[src/rtl/clk_div_mon_pkg.sv]
// clk_div_mon_pkg: shared FSM state encoding and synchronizer depth for the divided-clock monitor
package clk_div_mon_pkg;
    typedef enum logic [1:0] {
        IDLE,
        WAIT_RISE,
        MEAS_HIGH,
        MEAS_LOW
    } state_t;
    localparam int SYNC_DEPTH = 2;
endpackage

[src/rtl/clk_div_monitor_if.sv]
// clk_div_monitor_if: control and status bundle of the divided-clock monitor
interface clk_div_monitor_if #(
    parameter int DIV_RATIO_WIDTH = 8
);
    logic                       i_en;
    logic [DIV_RATIO_WIDTH-1:0] i_div_ratio;
    logic                       i_div_clk;
    logic                       i_err_clr;
    logic                       o_meas_valid;
    logic [DIV_RATIO_WIDTH:0]   o_period;
    logic [DIV_RATIO_WIDTH:0]   o_high;
    logic                       o_lock;
    logic                       o_err;
    logic                       o_err_sticky;
    modport master (
        output i_en, i_div_ratio, i_div_clk, i_err_clr,
        input  o_meas_valid, o_period, o_high, o_lock, o_err, o_err_sticky
    );
    modport slave (
        input  i_en, i_div_ratio, i_div_clk, i_err_clr,
        output o_meas_valid, o_period, o_high, o_lock, o_err, o_err_sticky
    );
endinterface

[src/rtl/clk_div_mon_sync.sv]
// clk_div_mon_sync: bit synchronizer plus one history flop so the caller can detect edges
module clk_div_mon_sync
    import clk_div_mon_pkg::*;
(
    input  logic i_ref_clk,
    input  logic i_rst_n,
    input  logic d,
    output logic s,
    output logic s_d
);
    logic [SYNC_DEPTH-1:0] sr;
    always_ff @(posedge i_ref_clk) begin
        if (!i_rst_n) begin
            sr  <= '0;
            s_d <= 1'b0;
        end else begin
            sr  <= {sr[SYNC_DEPTH-2:0], d};
            s_d <= sr[SYNC_DEPTH-1];
        end
    end
    assign s = sr[SYNC_DEPTH-1];
endmodule

[src/rtl/clk_div_monitor.sv]
// clk_div_monitor: measures a divided clock in reference cycles and checks period/duty against the programmed ratio
module clk_div_monitor
    import clk_div_mon_pkg::*;
#(
    parameter int DIV_RATIO_WIDTH = 8,
    parameter int LOCK_PERIODS    = 4
) (
    input logic              i_ref_clk,
    input logic              i_rst_n,
    clk_div_monitor_if.slave bus
);
    localparam int CW = DIV_RATIO_WIDTH + 1;
    localparam logic [CW-1:0] CNT_MAX = '1;
    localparam logic [3:0] LOCK_N = 4'(LOCK_PERIODS);
    state_t state, state_d;
    logic s, s_d, rise, fall, active, ratio_chg, good_per;
    logic lock_d, valid_d, err_d;
    logic [DIV_RATIO_WIDTH-1:0] ratio_q;
    logic [CW-1:0] cnt, cnt_d, cnt_inc, high_q, high_q_d, period_d, high_d, n, n_lo, n_hi;
    logic [3:0] good, good_d;
    clk_div_mon_sync u_sync (
        .i_ref_clk(i_ref_clk),
        .i_rst_n  (i_rst_n),
        .d        (bus.i_div_clk),
        .s        (s),
        .s_d      (s_d)
    );
    assign rise      = s & ~s_d;
    assign fall      = ~s & s_d;
    assign active    = bus.i_en && (bus.i_div_ratio >= DIV_RATIO_WIDTH'(2));
    assign ratio_chg = bus.i_div_ratio != ratio_q;
    assign cnt_inc   = (cnt == CNT_MAX) ? cnt : cnt + 1'b1;
    assign n         = CW'(ratio_q);
    assign n_lo      = n >> 1;
    assign n_hi      = (n + 1'b1) >> 1;
    assign good_per  = (cnt == n) && ((high_q == n_lo) || (high_q == n_hi));
    // Timeout and bad periods share the error path; only timeout abandons the measurement.
    always_comb begin
        state_d  = state;
        cnt_d    = cnt_inc;
        high_q_d = high_q;
        good_d   = good;
        lock_d   = bus.o_lock;
        valid_d  = 1'b0;
        err_d    = 1'b0;
        period_d = bus.o_period;
        high_d   = bus.o_high;
        if (!active) begin
            state_d  = IDLE;
            cnt_d    = '0;
            high_q_d = '0;
            good_d   = '0;
            lock_d   = 1'b0;
        end else if (ratio_chg) begin
            state_d = WAIT_RISE;
            cnt_d   = '0;
            good_d  = '0;
            lock_d  = 1'b0;
        end else begin
            case (state)
                IDLE: begin
                    state_d = WAIT_RISE;
                    cnt_d   = '0;
                end
                WAIT_RISE: begin
                    cnt_d   = rise ? CW'(1) : '0;
                    state_d = rise ? MEAS_HIGH : WAIT_RISE;
                end
                MEAS_HIGH: begin
                    if (fall) begin
                        high_q_d = cnt;
                        state_d  = MEAS_LOW;
                    end else if (cnt == CNT_MAX) begin
                        err_d   = 1'b1;
                        lock_d  = 1'b0;
                        good_d  = '0;
                        cnt_d   = '0;
                        state_d = WAIT_RISE;
                    end
                end
                MEAS_LOW: begin
                    if (rise) begin
                        valid_d  = 1'b1;
                        period_d = cnt;
                        high_d   = high_q;
                        cnt_d    = CW'(1);
                        state_d  = MEAS_HIGH;
                        good_d   = good_per ? ((good == LOCK_N) ? good : good + 1'b1) : '0;
                        lock_d   = good_per && (good_d == LOCK_N);
                        err_d    = !good_per;
                    end else if (cnt == CNT_MAX) begin
                        err_d   = 1'b1;
                        lock_d  = 1'b0;
                        good_d  = '0;
                        cnt_d   = '0;
                        state_d = WAIT_RISE;
                    end
                end
            endcase
        end
    end
    always_ff @(posedge i_ref_clk) begin
        if (!i_rst_n) begin
            state            <= IDLE;
            cnt              <= '0;
            high_q           <= '0;
            good             <= '0;
            ratio_q          <= '0;
            bus.o_meas_valid <= 1'b0;
            bus.o_period     <= '0;
            bus.o_high       <= '0;
            bus.o_lock       <= 1'b0;
            bus.o_err        <= 1'b0;
            bus.o_err_sticky <= 1'b0;
        end else begin
            state            <= state_d;
            cnt              <= cnt_d;
            high_q           <= high_q_d;
            good             <= good_d;
            ratio_q          <= bus.i_div_ratio;
            bus.o_meas_valid <= valid_d;
            bus.o_period     <= period_d;
            bus.o_high       <= high_d;
            bus.o_lock       <= lock_d;
            bus.o_err        <= err_d;
            bus.o_err_sticky <= err_d | (bus.o_err_sticky & ~bus.i_err_clr);
        end
    end
endmodule

[src/flat_wrapper.sv]
// flat-port wrapper written by rule: the top's interface ports become plain ports
module clk_div_monitor_flat import clk_div_mon_pkg::*;
#(
    parameter int DIV_RATIO_WIDTH = 8,
    parameter int LOCK_PERIODS    = 4
)
  (i_ref_clk, i_rst_n, bus_i_en, bus_i_div_ratio, bus_i_div_clk, bus_i_err_clr, bus_o_meas_valid, bus_o_period, bus_o_high, bus_o_lock, bus_o_err, bus_o_err_sticky);
  clk_div_monitor_if #(.DIV_RATIO_WIDTH(DIV_RATIO_WIDTH)) bus_i ();
  input logic i_ref_clk;
  input logic i_rst_n;
  input wire logic [$bits(bus_i.i_en)-1:0] bus_i_en;
  input wire logic [$bits(bus_i.i_div_ratio)-1:0] bus_i_div_ratio;
  input wire logic [$bits(bus_i.i_div_clk)-1:0] bus_i_div_clk;
  input wire logic [$bits(bus_i.i_err_clr)-1:0] bus_i_err_clr;
  output wire logic [$bits(bus_i.o_meas_valid)-1:0] bus_o_meas_valid;
  output wire logic [$bits(bus_i.o_period)-1:0] bus_o_period;
  output wire logic [$bits(bus_i.o_high)-1:0] bus_o_high;
  output wire logic [$bits(bus_i.o_lock)-1:0] bus_o_lock;
  output wire logic [$bits(bus_i.o_err)-1:0] bus_o_err;
  output wire logic [$bits(bus_i.o_err_sticky)-1:0] bus_o_err_sticky;
  assign bus_i.i_en = bus_i_en;
  assign bus_i.i_div_ratio = bus_i_div_ratio;
  assign bus_i.i_div_clk = bus_i_div_clk;
  assign bus_i.i_err_clr = bus_i_err_clr;
  assign bus_o_meas_valid = bus_i.o_meas_valid;
  assign bus_o_period = bus_i.o_period;
  assign bus_o_high = bus_i.o_high;
  assign bus_o_lock = bus_i.o_lock;
  assign bus_o_err = bus_i.o_err;
  assign bus_o_err_sticky = bus_i.o_err_sticky;
  clk_div_monitor #(.DIV_RATIO_WIDTH(DIV_RATIO_WIDTH), .LOCK_PERIODS(LOCK_PERIODS)) u_core (.i_ref_clk(i_ref_clk), .i_rst_n(i_rst_n), .bus(bus_i));
endmodule
[config.mk]
export PLATFORM = sky130hd
export DESIGN_NAME = clk_div_monitor_flat
export DESIGN_NICKNAME = d
export VERILOG_FILES = /design/src/rtl/clk_div_mon_pkg.sv /design/src/rtl/clk_div_monitor_if.sv /design/src/rtl/clk_div_mon_sync.sv /design/src/rtl/clk_div_monitor.sv /design/src/flat_wrapper.sv
export SDC_FILE = /design/constraint.sdc
export NUM_CORES = 1
export LEC_CHECK = 0
export CAP_MARGIN = 20
export CORE_MARGIN = 2
export CORE_UTILIZATION = 53
export CTS_CLUSTER_SIZE = 10
export DETAILED_ROUTE_END_ITERATION = 7
export PLACE_DENSITY_LB_ADDON = 0.25
export SYNTH_ARGS = -nofsm -noshare
export SYNTH_HDL_FRONTEND = slang
export SYNTH_HIERARCHICAL = 1
export SYNTH_SLANG_ARGS = --single-unit
[constraint.sdc]
create_clock -name i_ref_clk -period 2.6 [get_ports i_ref_clk]
set_clock_uncertainty 0.1 [all_clocks]
set_input_delay 0.26 -clock i_ref_clk [delete_from_list [all_inputs] [get_ports i_ref_clk]]
set_output_delay 0.26 -clock i_ref_clk [all_outputs]
set_load 0.005 [all_outputs]
* After elaboration in Yosys (flattened, before gate mapping)
Index checks and enable logic that the tools add are counted.
** Word-level totals
- Output and inout bits :: 22
- Input bits :: 13
- Register bits :: 57
- Logic and storage cells :: 82
** Cells by class
- Reductions and logical operators :: 13
- Bitwise gates (word level) :: 11
- Magnitude comparators :: 1
- Equality and inequality tests :: 11
- Add/subtract/negate cells :: 3
- Mux-type cells :: 29
** Operator list (number)
- $mux 9 :: 4
- $pmux 9 s4 :: 1
- $mux 4 :: 5
- $eq 9x8->1 :: 2
- $mux 1 :: 11
- $add 8x1->9 const B :: 1
- $add 9x1->9 const B :: 1
- $eq 9x7->1 :: 1
- $eq 9x9->1 const B :: 1
- $eq 4x3->1 const B :: 2
- $ge 8x2->1 const B :: 1
- $mux 2 :: 4
- $ne 8x8->1 :: 1
- $pmux 2 s4 :: 1
- $pmux 4 s2 :: 1
- $not 1->1 :: 7
- $add 4x1->4 const B :: 1
- $eq 2x2->1 const B :: 2
- $pmux 1 s2 :: 2
- $reduce_and 2->1 :: 2
- $reduce_and 4->1 :: 1
- $reduce_or 4->1 :: 1
- $and 1x1->1 :: 3
- $logic_and 1x1->1 :: 3
- other kinds (9) :: 9

* Longest topological paths before layout
- Depth after elaboration :: 10
- Gate-level depth with buffers :: 11
- Depth with buffers taken out :: 11

* Hierarchy
Netlist, hierarchy kept.
** By module, submodules not included
- clk_div_monitor :: cells an instance 311, sequential area each 1081.0 µm², instances 1, area each 2891.5 µm²
- clk_div_mon_sync :: cells an instance 6, sequential area each 60.1 µm², instances 1, area each 78.8 µm²

* Worst setup path before layout
Ideal clock, no wire load.
- Kind :: reg2reg
- Start :: reg u_core.cnt[3]
- End :: reg u_core.cnt[0]
- Slack :: 368 ps
- Setup time :: 64 ps
- Stages on the path, launching flop included :: 12
- Clock period less this slack :: 2232 ps
- Arrival time :: 2067 ps
- Path buffers :: 1
- Required time :: 2436 ps
- Cell sequence :: dfxtp_1 -> clkbuf_1 -> nand4_1 -> or2_2 -> inv_1 -> ha_1 -> inv_1 -> ha_1 -> nor3_1 -> a21oi_1 -> a2bb2oi_1 -> nor2_1
** Between the ends
- Word-level cells in the longest chain between the ends :: 5
- Elaborated cells on any way between the ends :: 6
- Those cells by class :: eq/ne (1); mux (5)
** RTL lines
- start: declaration :: RTL line clk_div_monitor.sv:19 : logic [CW-1:0] cnt, cnt_d, cnt_inc, high_q, high_q_d, period_d, high_d, n, n_lo, n_hi;
- start signal: assignment :: RTL line clk_div_monitor.sv:117 : cnt <= cnt_d;
- $eq 9x9->1 (*) :: RTL line clk_div_monitor.sv:32, clk_div_monitor.sv:73, clk_div_monitor.sv:91
- $mux 9 :: RTL line clk_div_monitor.sv:32 : assign cnt_inc = (cnt == CNT_MAX) ? cnt : cnt + 1'b1;
- $mux 9 :: RTL line clk_div_monitor.sv:73, clk_div_monitor.sv:91
- $mux 9 (on tied branches) :: RTL line clk_div_monitor.sv:82, clk_div_monitor.sv:70
- $pmux 9 s4 (*) :: RTL line clk_div_monitor.sv:60 : case (state)
Mark *: on every way between the ends. The rest lies on a longest branch, timed or not.
A chain may end at the register's enable or synchronous reset.

* Worst setup path after layout
- Start :: reg u_core.cnt[4]
- End :: reg u_core.good[3]
** Between the ends
- Word-level cells in the longest chain between the ends :: 5
- Elaborated cells on any way between the ends :: 8
- Those cells by class :: eq/ne (2); mux (5); reduce/logical (1)
** RTL lines
- $eq 9x8->1 :: RTL line clk_div_monitor.sv:36 : assign good_per = (cnt == n) && ((high_q == n_lo) || (high_q == n_hi));
- $logic_and 1x1->1 :: RTL line clk_div_monitor.sv:36
- $mux 4 :: RTL line clk_div_monitor.sv:88 : good_d = good_per ? ((good == LOCK_N) ? good : good + 1'b1) : '0;
- $mux 4 :: RTL line clk_div_monitor.sv:82 : if (rise) begin
- $pmux 4 s2 (*) :: RTL line clk_div_monitor.sv:60
- end signal: assignment :: RTL line clk_div_monitor.sv:119 : good <= good_d;
- end: declaration :: RTL line clk_div_monitor.sv:20 : logic [3:0] good, good_d;
Mark *: on every way between the ends. The rest lies on a longest branch, timed or not. The select of a mux whose other input is x is not followed.

==> run_results.csv <==
group,metric,value,unit
grt,global_route.usage.total,0.2278,
logic_synthesis,synthesis.area,0.002970,mm^2
critical_path,cp_required,2.72,ns
timing,fin_setup_tns,0,ns
logic_synthesis,yosys_warnings,6,
clocking,cts-buffers-inserted,9,
critical_path,timing.critical_path.cells,"nand4_1 -> or2_2 -> inv_1 -> ha_1 -> a21oi_1 -> nor2_1 -> a21oi_1 -> a221o_1",
clocking,cts_htree_levels,3,
logic_synthesis,synth_top_cells_by_area,"sky130_fd_sc_hd__dfxtp_1 (38%), sky130_fd_sc_hd__mux2i_1 (9.4%), sky130_fd_sc_hd__xnor2_1 (5.9%)",
critical_path,slowest_stage,"sky130_fd_sc_hd__dfxtp_1",
clocking,cts.reportedPaths.clkPinSlew,0.06,ns
grt,grt_remaining_overflow,0,
placed_design,place.gp.congestion,0.8817,
layout,drive_above_1_share,0.1145,
logic_synthesis,library_cells_used_by_synthesis,52,
logic_synthesis,synth_common_cells,"sky130_fd_sc_hd__dfxtp_1 (57), sky130_fd_sc_hd__mux2i_1 (28), sky130_fd_sc_hd__nor2_1 (28), sky130_fd_sc_hd__nor2b_1 (20), sky130_fd_sc_hd__xnor2_1 (20)",
detailed_routing,detail_route.vias_per_cell,5.570,
floorplan,design.die.area,0.006219,mm^2
critical_path,worst_path_dominant_cell_family,"simple AND/OR/NAND/NOR gates",
floorplan,rows,27,
detailed_routing,number_of_drc_markers_in_iteration_0,167,
timing,rsz_0062_raised_after_global_routing,"no",
timing,timing_hold_violations_final,0,
placed_design,hpwl_after_dpl,4657,um
clocking,ctsRootBufferMaster,"sky130_fd_sc_hd__clkbuf_8",
clocking,cts_hold_repair.buffers,0,
floorplan,die_h,78.86,um
logic_synthesis,postSynthAreaPerCell,9.370,um^2
detailed_routing,route.detailed.drc,0,
timing,post_layout_min_period,2.381,ns
critical_path,criticalPathCategory,"reg2reg",
timing,setup_violations,0,
run,max_cap_violations,0,
logic_synthesis,async_reset_ff_frac,0,
logic_synthesis,synth-edff-count,0,
power_and_ir_drop,design_power_total,1.718,mW
detailed_routing,detail-route-antenna-nets,0,
critical_path,setup.worst_path.start_class,"flop",
grt,pin_count_of_the_biggest_net_entering_global_routing,31,
clocking,postCtsResizedCells,0,
layout,final_cell_count_no_fill,430,
clocking,numClockSinks,57,
logic_synthesis,synth-main-ff-cell,"sky130_fd_sc_hd__dfxtp_1",
logic_synthesis,synth_largest_area_cell,"sky130_fd_sc_hd__dfxtp_1",
clocking,max-clock-path-buffers,2,
timing,worst_pin_slew,0.5987,ns
power_and_ir_drop,vdd.ir_drop.worst,0.3391,mV
floorplan,design.portCount,35,
critical_path,worst_setup_path_end_kind,"flop",
power_and_ir_drop,p_leak,1.478,nW
detailed_routing,route.vias.total,2395,
detailed_routing,routed_wire_length_per_instance,15.72,um
critical_path,worst_path_largest_cell_delay,0.44,ns
floorplan,floorplan.initialDensity,0.5428,
logic_synthesis,netlist.area_leader.share,0.3842,
power_and_ir_drop,power_per_cell_area,482.6,mW/mm^2
clocking,worstSkewPairLatency,0.33,ns
logic_synthesis,syn_inst,317,
grt,grt_antenna_before_repair,0,
clocking,cts_setup_buffers,0,
detailed_routing,detail_route.first_pass.iterations,5,
layout,fillCellCount,465,
timing,period_utilisation_layout,0.9157,
critical_path,critPathMostFrequentCell,"sky130_fd_sc_hd__a21oi_1",
grt,via_count_of_the_first_global_routing_pass,2341,
layout,insertedDiodeCount,0,
timing,fin_worst_hold_slack,0.3407,ns
clocking,cts_tree,"built",
grt,wire_length_of_the_first_global_routing_pass,10920,um
run_status,status,"finished, final reports clean",
logic_synthesis,synthMostInstantiatedCell,"sky130_fd_sc_hd__dfxtp_1",
floorplan,core-area,0.005473,mm^2
logic_synthesis,postSynthRegisterBits,57,
worst_hold_path,holdCritPathClass,"reg2reg",
critical_path,crit_buf_inv,1,
layout,area_growth,19.84,%
layout,nNetsFinal,377,
detailed_routing,drt-total-wl,6758,um
floorplan,chipWidth,78.86,um
placed_design,place.detailed.instances,418,
critical_path,path_max_fanout,7,
timing,maxSlewViolCount,0,
timing,worst_slew_margin_rel,0.5952,
placed_design,port_buffers,34,
timing,maxClockFrequency,420.0,MHz
logic_synthesis,syn_nets,337,
critical_path,cp.arrival,2.50,ns
logic_synthesis,synth-seq-area-share,0.3842,
-- cells in the final DEF (no fill, tap or decap), types with 2 or more instances in the layout --
| cell type | n |
|---|---|
| sky130_fd_sc_hd__a211oi_1 | 3 |
| sky130_fd_sc_hd__a21o_1 | 3 |
| sky130_fd_sc_hd__a21oi_1 | 9 |
| sky130_fd_sc_hd__a22o_1 | 2 |
| sky130_fd_sc_hd__a2bb2oi_1 | 2 |
| sky130_fd_sc_hd__and2_1 | 11 |
| sky130_fd_sc_hd__and3_1 | 3 |
| sky130_fd_sc_hd__buf_4 | 15 |
| sky130_fd_sc_hd__clkbuf_8 | 11 |
| sky130_fd_sc_hd__clkdlybuf4s50_1 | 34 |
| sky130_fd_sc_hd__dfxtp_1 | 57 |
| sky130_fd_sc_hd__ha_1 | 7 |
| sky130_fd_sc_hd__inv_1 | 12 |
| sky130_fd_sc_hd__mux2i_1 | 28 |
| sky130_fd_sc_hd__nand2_1 | 10 |
| sky130_fd_sc_hd__nand2b_1 | 2 |
| sky130_fd_sc_hd__nand3_1 | 10 |
| sky130_fd_sc_hd__nand4_1 | 8 |
| sky130_fd_sc_hd__nor2_1 | 28 |
| sky130_fd_sc_hd__nor2b_1 | 20 |
| sky130_fd_sc_hd__nor3_1 | 7 |
| sky130_fd_sc_hd__o21ai_0 | 10 |
| sky130_fd_sc_hd__or2_2 | 2 |
| sky130_fd_sc_hd__or3_1 | 5 |
| sky130_fd_sc_hd__or4_1 | 2 |
| sky130_fd_sc_hd__xnor2_1 | 20 |
| sky130_fd_sc_hd__xnor2_2 | 3 |
| sky130_fd_sc_hd__xor2_1 | 9 |
-- metal layers --
metal / vias to the layer above / routed length, um / GRT usage
met3: 14 / 321 / 0.04545
met1: 1136 / 3096 / 0.2846
met5: - / 0 / 0
li1: 1174 / - / -
met2: 71 / 3204 / 0.3684
met4: 0 / 136 / 0.1276
-- per-stage QoR --
| step | instance area, um^2 | util | setup slack (ns) |
|---|---|---|---|
| after floorplan | 2970 | - | 0.3684 |
| final | 3560 | 0.6504 | 0.2191 |
| after detailed placement | 3403 | 0.6219 | 0.1034 |
| after global routing | 3560 | 0.6504 | 0.02116 |
| after global placement | 3403 | 0.6219 | 0.1327 |
| after CTS | 3560 | 0.6504 | 0.2387 |
-- worst register-to-register path, stage by stage, from the launching register on --
cell and delay, ns:
sky130_fd_sc_hd__dfxtp_1 0.44, sky130_fd_sc_hd__nand4_1 0.15, sky130_fd_sc_hd__or2_2 0.33, sky130_fd_sc_hd__inv_1 0.07, sky130_fd_sc_hd__ha_1 0.32, sky130_fd_sc_hd__a21oi_1 0.11, sky130_fd_sc_hd__nor2_1 0.19, sky130_fd_sc_hd__a21oi_1 0.19
sky130_fd_sc_hd__a221o_1 0.37
-- worst paths after layout --
kind                                  startpoint  slack, ns                        endpoint  cells past startpoint
hold / removal    u_core/u_sync/sr[0]$_SDFF_PN0_       0.34  u_core/u_sync/sr[1]$_SDFF_PN0_                      1
hold reg to reg   u_core/u_sync/sr[0]$_SDFF_PN0_       0.34  u_core/u_sync/sr[1]$_SDFF_PN0_                      1
setup / recovery        u_core/cnt[4]$_SDFF_PP0_       0.22     u_core/good[3]$_SDFFE_PP0P_                      8
setup reg to reg        u_core/cnt[4]$_SDFF_PP0_       0.22     u_core/good[3]$_SDFFE_PP0P_                      8
-- layout make-up --
type,count,area (um^2),share of cell area
sequential,57,1141,0.3206
multi-input combinational,227,1654,0.4647
inverter,12,45.04,0.01265
timing repair buffer,50,473.0,0.1329
clock buffer,11,151.4,0.04253
tap,72,90.09,0.02531
clock inverter,1,5.005,0.001406
-- registers in the layout (all words and copies together) (netlist names), 2 cells and up --
| signal | cells |
|---|---|
| u_core/good | 4 |
| u_core/state | 2 |
| u_core/cnt | 9 |
| u_core/bus.o_period | 9 |
| u_core/u_sync/sr | 2 |
| u_core/ratio_q | 8 |
| u_core/bus.o_high | 9 |
| u_core/high_q | 9 |
-- power breakdown --
group	total (mW)	switching [mW]	internal (mW)	leakage, nW
sequential	0.903	0.0196	0.883	0.462
clock	0.696	0.322	0.374	0.0830
combinational	0.119	0.0536	0.0657	0.933
-- kinds of logic (layout without fill, tap and decap cells) --
group | Yosys count | after routing | synth area share
AO/OA/AOI/OAI | 43 | 43 | 0.1078
XOR/XNOR | 33 | 33 | 0.1112
adder cells (fa/ha/maj) | 7 | 7 | 0.02948
buffers and inverters | 33 | 74 | 0.05897
flip-flops | 57 | 57 | 0.3842
multiplexers | 28 | 28 | 0.09436
AND/OR/NAND/NOR | 116 | 116 | 0.2140
(Power assumes the default switching activity.)
